===== config.mk =====
export PLATFORM = sky130hd
export DESIGN_NAME = pipe_rca
export DESIGN_NICKNAME = d
export VERILOG_FILES = /design/src/rtl/rca_pkg.sv /design/src/rtl/seg_rca.sv /design/src/rtl/pipe_rca.sv
export SDC_FILE = /design/constraint.sdc
export NUM_CORES = 1
export LEC_CHECK = 0
export CORE_MARGIN = 2
export CORE_UTILIZATION = 30
export CTS_BUF_LIST = sky130_fd_sc_hd__clkbuf_16
export DETAILED_ROUTE_END_ITERATION = 16
export GPL_TIMING_DRIVEN = 0
export PLACE_DENSITY_LB_ADDON = 0.1
export SETUP_SLACK_MARGIN = 0.1
export SYNTH_ARGS = -nofsm -noshare
export SYNTH_HDL_FRONTEND = slang
export SYNTH_SLANG_ARGS = --single-unit

===== constraint.sdc =====
create_clock -name clk -period 4.3 [get_ports clk]
set_input_delay 0.645 -clock clk [delete_from_list [all_inputs] [get_ports clk]]
set_output_delay 0.645 -clock clk [all_outputs]
set_load 0.005 [all_outputs]

===== src/rtl/rca_pkg.sv =====
// Shared constants and helpers for the pipelined ripple-carry adder.
// Holds the default operand/segment widths, the pipeline-depth derivation
// and a single full-adder cell used to build ripple segments.
package rca_pkg;

  localparam int unsigned RCA_WIDTH = 16;
  localparam int unsigned RCA_SEG   = 4;

  // Pipeline depth: one stage per ripple segment.
  function automatic int unsigned rca_stages(input int unsigned width, input int unsigned seg);
    return (seg == 0) ? 1 : width / seg;
  endfunction

  // Full-adder cell, returns {carry_out, sum}.
  function automatic logic [1:0] rca_fa(input logic x, input logic y, input logic ci);
    return {(x & y) | (ci & (x ^ y)), x ^ y ^ ci};
  endfunction

endpackage


===== src/rtl/seg_rca.sv =====
// Combinational SEG-bit ripple segment built from full-adder cells.
// Ports:
//   a, b  - segment operands
//   cin   - carry into bit 0
//   s     - segment sum
//   cout  - carry out of the segment MSB
module seg_rca
  import rca_pkg::*;
#(
  parameter int unsigned SEG = RCA_SEG
) (
  input  logic [SEG-1:0] a,
  input  logic [SEG-1:0] b,
  input  logic           cin,
  output logic [SEG-1:0] s,
  output logic           cout
);

  logic [SEG:0] c;

  // Carry chain: bit i consumes c[i] and produces c[i+1].
  always_comb begin
    c    = '0;
    s    = '0;
    c[0] = cin;
    for (int unsigned i = 0; i < SEG; i++) begin
      {c[i+1], s[i]} = rca_fa(a[i], b[i], c[i]);
    end
  end

  assign cout = c[SEG];

endmodule


===== src/rtl/pipe_rca.sv =====
// Pipelined ripple-carry adder/subtractor with valid/ready handshaking.
// Each stage adds one SEG-bit segment; unconsumed operand segments move
// forward in skew registers and finished sum segments in deskew registers.
// Ports:
//   clk, rst_n          - clock, asynchronous active-low reset
//   in_valid / in_ready - operand handshake (in_ready = pipeline advance)
//   a, b, cin, sub      - operands, carry in, subtract select (a-b when 1)
//   out_valid/out_ready - result handshake
//   s, cout, ovf        - result, carry out of MSB, signed overflow
module pipe_rca
  import rca_pkg::*;
#(
  parameter int unsigned WIDTH = RCA_WIDTH,
  parameter int unsigned SEG   = RCA_SEG
) (
  input  logic             clk,
  input  logic             rst_n,
  input  logic             in_valid,
  output logic             in_ready,
  input  logic [WIDTH-1:0] a,
  input  logic [WIDTH-1:0] b,
  input  logic             cin,
  input  logic             sub,
  output logic             out_valid,
  input  logic             out_ready,
  output logic [WIDTH-1:0] s,
  output logic             cout,
  output logic             ovf
);

  localparam int unsigned STAGES = rca_stages(WIDTH, SEG);
  localparam int unsigned SKEW   = (STAGES > 1) ? STAGES - 1 : 1;
  localparam int unsigned TOP    = WIDTH - SEG;

  // Elaboration-time configuration check.
  if (SEG == 0) begin : g_cfg_seg_zero
    $error("pipe_rca: SEG must be non-zero");
  end else if ((WIDTH % SEG) != 0) begin : g_cfg_not_multiple
    $error("pipe_rca: WIDTH must be an integer multiple of SEG");
  end

  logic              adv_c;
  logic [WIDTH-1:0]  b_eff_c;
  logic              cin_eff_c;

  logic [STAGES-1:0] vld_q, vld_d;
  logic [STAGES-1:0] cry_q, cry_d;
  logic              ovf_q, ovf_d;
  logic [WIDTH-1:0]  sum_q [STAGES];
  logic [WIDTH-1:0]  sum_d [STAGES];
  logic [WIDTH-1:0]  opa_q [SKEW];
  logic [WIDTH-1:0]  opa_d [SKEW];
  logic [WIDTH-1:0]  opb_q [SKEW];
  logic [WIDTH-1:0]  opb_d [SKEW];

  logic [WIDTH-1:0]  stg_a [STAGES];
  logic [WIDTH-1:0]  stg_b [STAGES];
  logic [SEG-1:0]    seg_a [STAGES];
  logic [SEG-1:0]    seg_b [STAGES];
  logic [SEG-1:0]    seg_s [STAGES];
  logic [STAGES-1:0] seg_ci;
  logic [STAGES-1:0] seg_co;

  assign adv_c = ~vld_q[STAGES-1] | out_ready;

  // Subtraction is folded in at entry (~b, carry-in 1), so the operation
  // kind travels with the operands without a separate per-stage flag.
  assign b_eff_c   = sub ? ~b : b;
  assign cin_eff_c = sub | cin;

  // Stage operand/carry selection: stage 0 from ports, later stages from skew.
  always_comb begin
    for (int unsigned k = 0; k < STAGES; k++) begin
      stg_a[k] = '0;
      stg_b[k] = '0;
      seg_a[k] = '0;
      seg_b[k] = '0;
    end
    seg_ci    = '0;
    stg_a[0]  = a;
    stg_b[0]  = b_eff_c;
    seg_ci[0] = cin_eff_c;
    for (int unsigned k = 1; k < STAGES; k++) begin
      stg_a[k]  = opa_q[k-1];
      stg_b[k]  = opb_q[k-1];
      seg_ci[k] = cry_q[k-1];
    end
    for (int unsigned k = 0; k < STAGES; k++) begin
      seg_a[k] = stg_a[k][SEG-1:0];
      seg_b[k] = stg_b[k][SEG-1:0];
    end
  end

  for (genvar k = 0; k < STAGES; k++) begin : g_stage
    seg_rca #(.SEG(SEG)) u_seg (
      .a    (seg_a[k]),
      .b    (seg_b[k]),
      .cin  (seg_ci[k]),
      .s    (seg_s[k]),
      .cout (seg_co[k])
    );
  end

  // Next-state: new segment enters the sum at the top and earlier segments
  // shift down, so after the last stage segment 0 sits at bit 0.
  always_comb begin
    vld_d = '0;
    cry_d = '0;
    ovf_d = 1'b0;
    for (int unsigned k = 0; k < STAGES; k++) begin
      sum_d[k] = '0;
    end
    for (int unsigned k = 0; k < SKEW; k++) begin
      opa_d[k] = '0;
      opb_d[k] = '0;
    end
    vld_d[0] = in_valid;
    sum_d[0] = WIDTH'(seg_s[0]) << TOP;
    for (int unsigned k = 1; k < STAGES; k++) begin
      vld_d[k] = vld_q[k-1];
      sum_d[k] = (sum_q[k-1] >> SEG) | (WIDTH'(seg_s[k]) << TOP);
    end
    cry_d = seg_co;
    for (int unsigned k = 0; k + 1 < STAGES; k++) begin
      opa_d[k] = stg_a[k] >> SEG;
      opb_d[k] = stg_b[k] >> SEG;
    end
    // Carry into the MSB recovered as a^b^s at that bit.
    ovf_d = stg_a[STAGES-1][SEG-1] ^ stg_b[STAGES-1][SEG-1]
          ^ seg_s[STAGES-1][SEG-1] ^ seg_co[STAGES-1];
  end

  // Data registers load only for valid slots so bubbles leave them untouched.
  always_ff @(posedge clk or negedge rst_n) begin
    if (!rst_n) begin
      vld_q <= '0;
      cry_q <= '0;
      ovf_q <= 1'b0;
      for (int unsigned k = 0; k < STAGES; k++) begin
        sum_q[k] <= '0;
      end
      for (int unsigned k = 0; k < SKEW; k++) begin
        opa_q[k] <= '0;
        opb_q[k] <= '0;
      end
    end else if (adv_c) begin
      vld_q <= vld_d;
      for (int unsigned k = 0; k < STAGES; k++) begin
        if (vld_d[k]) begin
          sum_q[k] <= sum_d[k];
          cry_q[k] <= cry_d[k];
        end
      end
      for (int unsigned k = 0; k + 1 < STAGES; k++) begin
        if (vld_d[k]) begin
          opa_q[k] <= opa_d[k];
          opb_q[k] <= opb_d[k];
        end
      end
      if (vld_d[STAGES-1]) begin
        ovf_q <= ovf_d;
      end
    end
  end

  assign in_ready  = adv_c;
  assign out_valid = vld_q[STAGES-1];
  assign s         = sum_q[STAGES-1];
  assign cout      = cry_q[STAGES-1];
  assign ovf       = ovf_q;

endmodule


==> tab_implementation.tex <==
\begin{tabular}{lr}
\hline
Metric & Value \\
\hline
\multicolumn{2}{l}{\textbf{Yosys}} \\
\quad Xor and xnor fraction of the mapped netlist area & 0.0370 \\
\quad Largest family of logic cells by synthesized area & multiplexers \\
\quad Arithmetic-cell share of the synthesized area counting full adders, half adders and majority gates & 0.0781 \\
\quad Most used standard cells in the synthesized netlist & dfrtp\_1 (97), mux2\_2 (63), inv\_1 (38) \\
\quad Synthesized area & around 4300 µm² \\
\quad Most area-consuming cells after synthesis & dfrtp\_1 (57\%), mux2\_2 (17\%), fa\_1 (7.5\%) \\
\quad Net Count, Synth & between 300 and 400 \\
\quad Simple-gate portion of the synthesized area & 0.0182 \\
\quad Post-synthesis instance total & a little over 300 \\
\quad Number of enable-type register cells in the synthesized netlist & 0 \\
\quad Post-synth top flop & dfrtp\_1 \\
\quad Share of synthesized flip-flops with an asynchronous set or reset & 1.00 \\
\quad Synth unique cells & 21 \\
\quad Fraction of the mapped netlist area in compound gates & 0.0329 \\
\quad Yosys warns & 0 \\
\quad Dominant cell by count in the synthesized netlist & dfrtp\_1 \\
\quad Multiplexer share of the synthesized area & 0.206 \\
\quad Sequential fraction of the synthesis area & 0.570 \\
\quad Largest area contributor in the synthesized netlist & dfrtp\_1 \\
\quad Synthesis-stage register bit count & 97 \\
\quad Fraction of synthesized cell area taken by the top area cell type & 0.570 \\
\quad Average cell area after synthesis & 14.0 µm² \\
\multicolumn{2}{l}{\textbf{Timing}} \\
\quad Clock skew & roughly 5.7 ps \\
\quad Final critical-path share of the clock period & 0.700 \\
\quad Achievable frequency & 332 MHz \\
\quad Remaining max-slew budget at the tightest pin & 0.699 \\
\quad Unrepaired setup endpoints after global routing & false \\
\quad Final Max Slew Viols & 0 \\
\quad Final critical path time including I/O delays and setup & 3010 ps \\
\quad Worst hold slack & 250 ps \\
\quad Least-Margin Pin Slew & around 450 ps \\
\quad Setup violations, final & 0 \\
\quad Final hold viol count & 0 \\
\quad Setup WS post-layout & $\sim$1300 ps \\
\multicolumn{2}{l}{\textbf{Global routing}} \\
\quad Met2 capacity usage during global routing & 0.160 \\
\quad Global-route met1 utilization & 0.172 \\
\quad Vias in the first global route & 2,379 \\
\quad Initial antenna violation count & 0 \\
\quad Top Usage Layer GRT & met1 \\
\quad Met3 usage in global routing & 0.0415 \\
\quad Total grt overflow & 0 \\
\quad Largest net degree at the start of global routing & between 60 and 70 \\
\quad Total track usage & 0.118 \\
\quad Global-route wire length before repair & 13.2 mm \\
\multicolumn{2}{l}{\textbf{Clocking}} \\
\quad Clock Root Buffer & clkbuf\_16 \\
\quad Sinks on Clock Net & between 90 and 100 \\
\quad H-tree levels & 3 \\
\quad Number of cells upsized or downsized after cts & 0 \\
\quad Clk Latency, worst-skew pair & $\sim$340 ps \\
\quad Hold\_buf cts & 0 \\
\quad Maximum clock insertion buffer count & 2 \\
\quad CTS buffer count & 9 \\
\quad CTS tree & yes \\
\quad Clock transition at the registers of the reported paths & around 60 ps \\
\quad Setup repair bufs after CTS & 0 \\
\multicolumn{2}{l}{\textbf{Setup path}} \\
\quad Count of buffer and inverter cells on the critical path & 4 \\
\quad CP Data Arrival Time & 2360 ps \\
\quad Worst path max stage delay & between 600 and 700 ps \\
\quad Crit path max fanout & 10 \\
\quad Cell type group with the largest total delay on the critical path & buffers and inverters \\
\quad Endpoint class of the critical path & output port \\
\quad Slowest CP cell & clkdlybuf4s50\_1 \\
\quad Worst Path Class, Setup & input port to output port \\
\quad CP cell instances & clkdlybuf4s50\_1 > nand2b\_4 > buf\_6 > clkbuf\_1 > clkdlybuf4s50\_1 \\
\quad Category of the worst setup path launch point & input port \\
\quad Most used cell, CP & clkdlybuf4s50\_1 \\
\quad Worst path required time & roughly 3700 ps \\
\multicolumn{2}{l}{\textbf{Die}} \\
\quad Placement row count & between 40 and 50 \\
\quad Die W & 123 µm \\
\quad Vert. Die Dim & about 120 µm \\
\quad Floorplan Core Area & approximately 14,000 µm² \\
\quad Full die area & 15,200 µm² \\
\quad Starting density of the core & 0.307 \\
\quad Num ports & 58 \\
\multicolumn{2}{l}{\textbf{Cells and area}} \\
\quad Number of nets in the layout & 426 \\
\quad Inserted Diodes & 0 \\
\quad Post-route insts no fill & 556 \\
\quad Post-synthesis to final-layout area growth & 24.8\% \\
\quad Total area of multi-input combinational cells & between 1500 and 2000 µm² \\
\quad Post-route core utilization & 0.383 \\
\quad Count of fill cells added during filler insertion & 1,374 \\
\quad FF+latch area & 2430 µm² \\
\quad Share of layout cells above drive strength 1 & 0.258 \\
\multicolumn{2}{l}{\textbf{Route}} \\
\quad Total wirelength of the detailed-routed design & about 8 mm \\
\quad Post-detailed-route count of antenna-violating nets & 0 \\
\quad WL/cell & 14.2 µm \\
\quad Post-detailed-route via-to-cell ratio & around 4.2 \\
\quad Length of the first detailed-routing pass in iterations & 4 \\
\quad Remaining design rule violation count & 0 \\
\quad Via Count & around 2,400 \\
\quad Initial detailed-routing violation count & 86 \\
\multicolumn{2}{l}{\textbf{Status}} \\
\quad Result of the run & finished, final reports clean \\
\multicolumn{2}{l}{\textbf{Place}} \\
\quad Cell total after placement & 540 \\
\quad Setup slack at placement & roughly 1000 ps \\
\quad Final GP Congestion & 0.712 \\
\quad HPWL after detailed placement & around 5.7 mm \\
\quad Number of input and output port buffers inserted & 55 \\
\multicolumn{2}{l}{\textbf{Hold path}} \\
\quad Type of the tightest min-delay check & input port to asynchronous set/reset pin \\
\multicolumn{2}{l}{\textbf{Pwr}} \\
\quad Worst IR drop on VDD & 0.169 mV \\
\quad Leakage power total & around 2.4 nW \\
\quad Pwr dens & about 700 nW/µm² \\
\multicolumn{2}{l}{\textbf{Job}} \\
\quad Max-capacitance violation count & 0 \\
\hline
\end{tabular}
-- final cells by class --
type / instances / area share
Tap cell: 180 / 0.0424
Sequential cell: 97 / 0.457
Inverter: 38 / 0.0268
Clock buffer: 9 / 0.0424
Clock inverter: 7 / 0.00565
Timing Repair Buffer: 56 / 0.108
Buffer: 15 / 0.0193
Multi-Input combinational cell: 154 / 0.299
-- report_power, final --
group | internal [mW] | total, mW | switching (mW) | leakage (nW)
Sequential | 1.34 | 1.56 | 0.221 | 1.12
Combinational | 0.861 | 1.45 | 0.593 | 1.10
Clock | 0.381 | 0.704 | 0.323 | 0.136
-- worst reg2reg max path, delay by kind of cell (launching register included) --
family / cells / cell delay [ps]
adder cells (fa/ha/maj): 4 / 1420
buffers and inverters: 3 / 240
flip-flops: 1 / 400
multiplexers: 1 / 250
XOR/XNOR: 1 / 140
-- per-layer routing --
metal	wire length (µm)	vias up	share of wire
met5	0	-	0
met3	361	9	0.046
met2	3380	39	0.43
met1	4040	1174	0.51
li1	-	1136	-
met4	106	0	0.013
-- cell families (layout without fill, tap and decap cells) --
logic type | Yosys count | in the layout
compound gates | 28 | 28
xor+xnor | 18 | 18
fa+ha+maj | 17 | 17
buf+inv | 53 | 125
flops | 97 | 97
mux | 78 | 78
simple gates | 13 | 13
-- layout by cell type, fill, tap and decap left out --
cell type,count
clkinv_2,3
and2_4,1
clkdlybuf4s50_1,54
a21oi_1,20
xnor2_1,14
nand2_2,2
inv_1,40
buf_6,4
fa_1,16
buf_4,4
xor2_1,4
dfrtp_1,97
nand2_1,3
o21ai_0,8
nand2b_4,1
clkbuf_1,4
or2_2,1
ha_1,1
buf_16,1
mux2_2,63
mux2i_1,11
nand3_1,5
clkinv_1,2
buf_2,4
clkbuf_16,9
mux2_4,4
-- stage by stage --
| step | total power, mW | cell area (µm²) | TNS (ps) |
|---|---|---|---|
| 3_5_place_dp | 3.08 | 5060 | 0 |
| 2_1_floorplan | 2.50 | 4260 | 0 |
| 4_1_cts | 3.80 | 5320 | 0 |
| 3_3_place_gp | 3.05 | 5040 | -126460 |
| 5_1_grt | 4.04 | 5320 | 0 |
| 6_report | 3.72 | 5320 | 0 |
-- state kept, by name (all words and copies together) (netlist names), 4 cells and up --
signal and flops:
opb_d 12, opa_q 12, s 16, opb_q 12, opa_d 12, sum_q 24, cry_q 4, vld_q 4
-- final timing paths --
kind | start | endpoint | slack (ps) | cells past startpoint
max | out_ready | in_ready | 1290 | 5
min | rst_n | s[3] | 250 | 1
max reg2reg | cry_q[2] | ovf | 1750 | 9
min reg2reg | opa_d[17] | opa_q[17] | 500 | 1
max in group asynchronous | rst_n | s[9] | 3360 | 2
min in group clk | opa_d[17] | opa_q[17] | 500 | 1
Note: power is estimated with default switching activity, not from simulation.
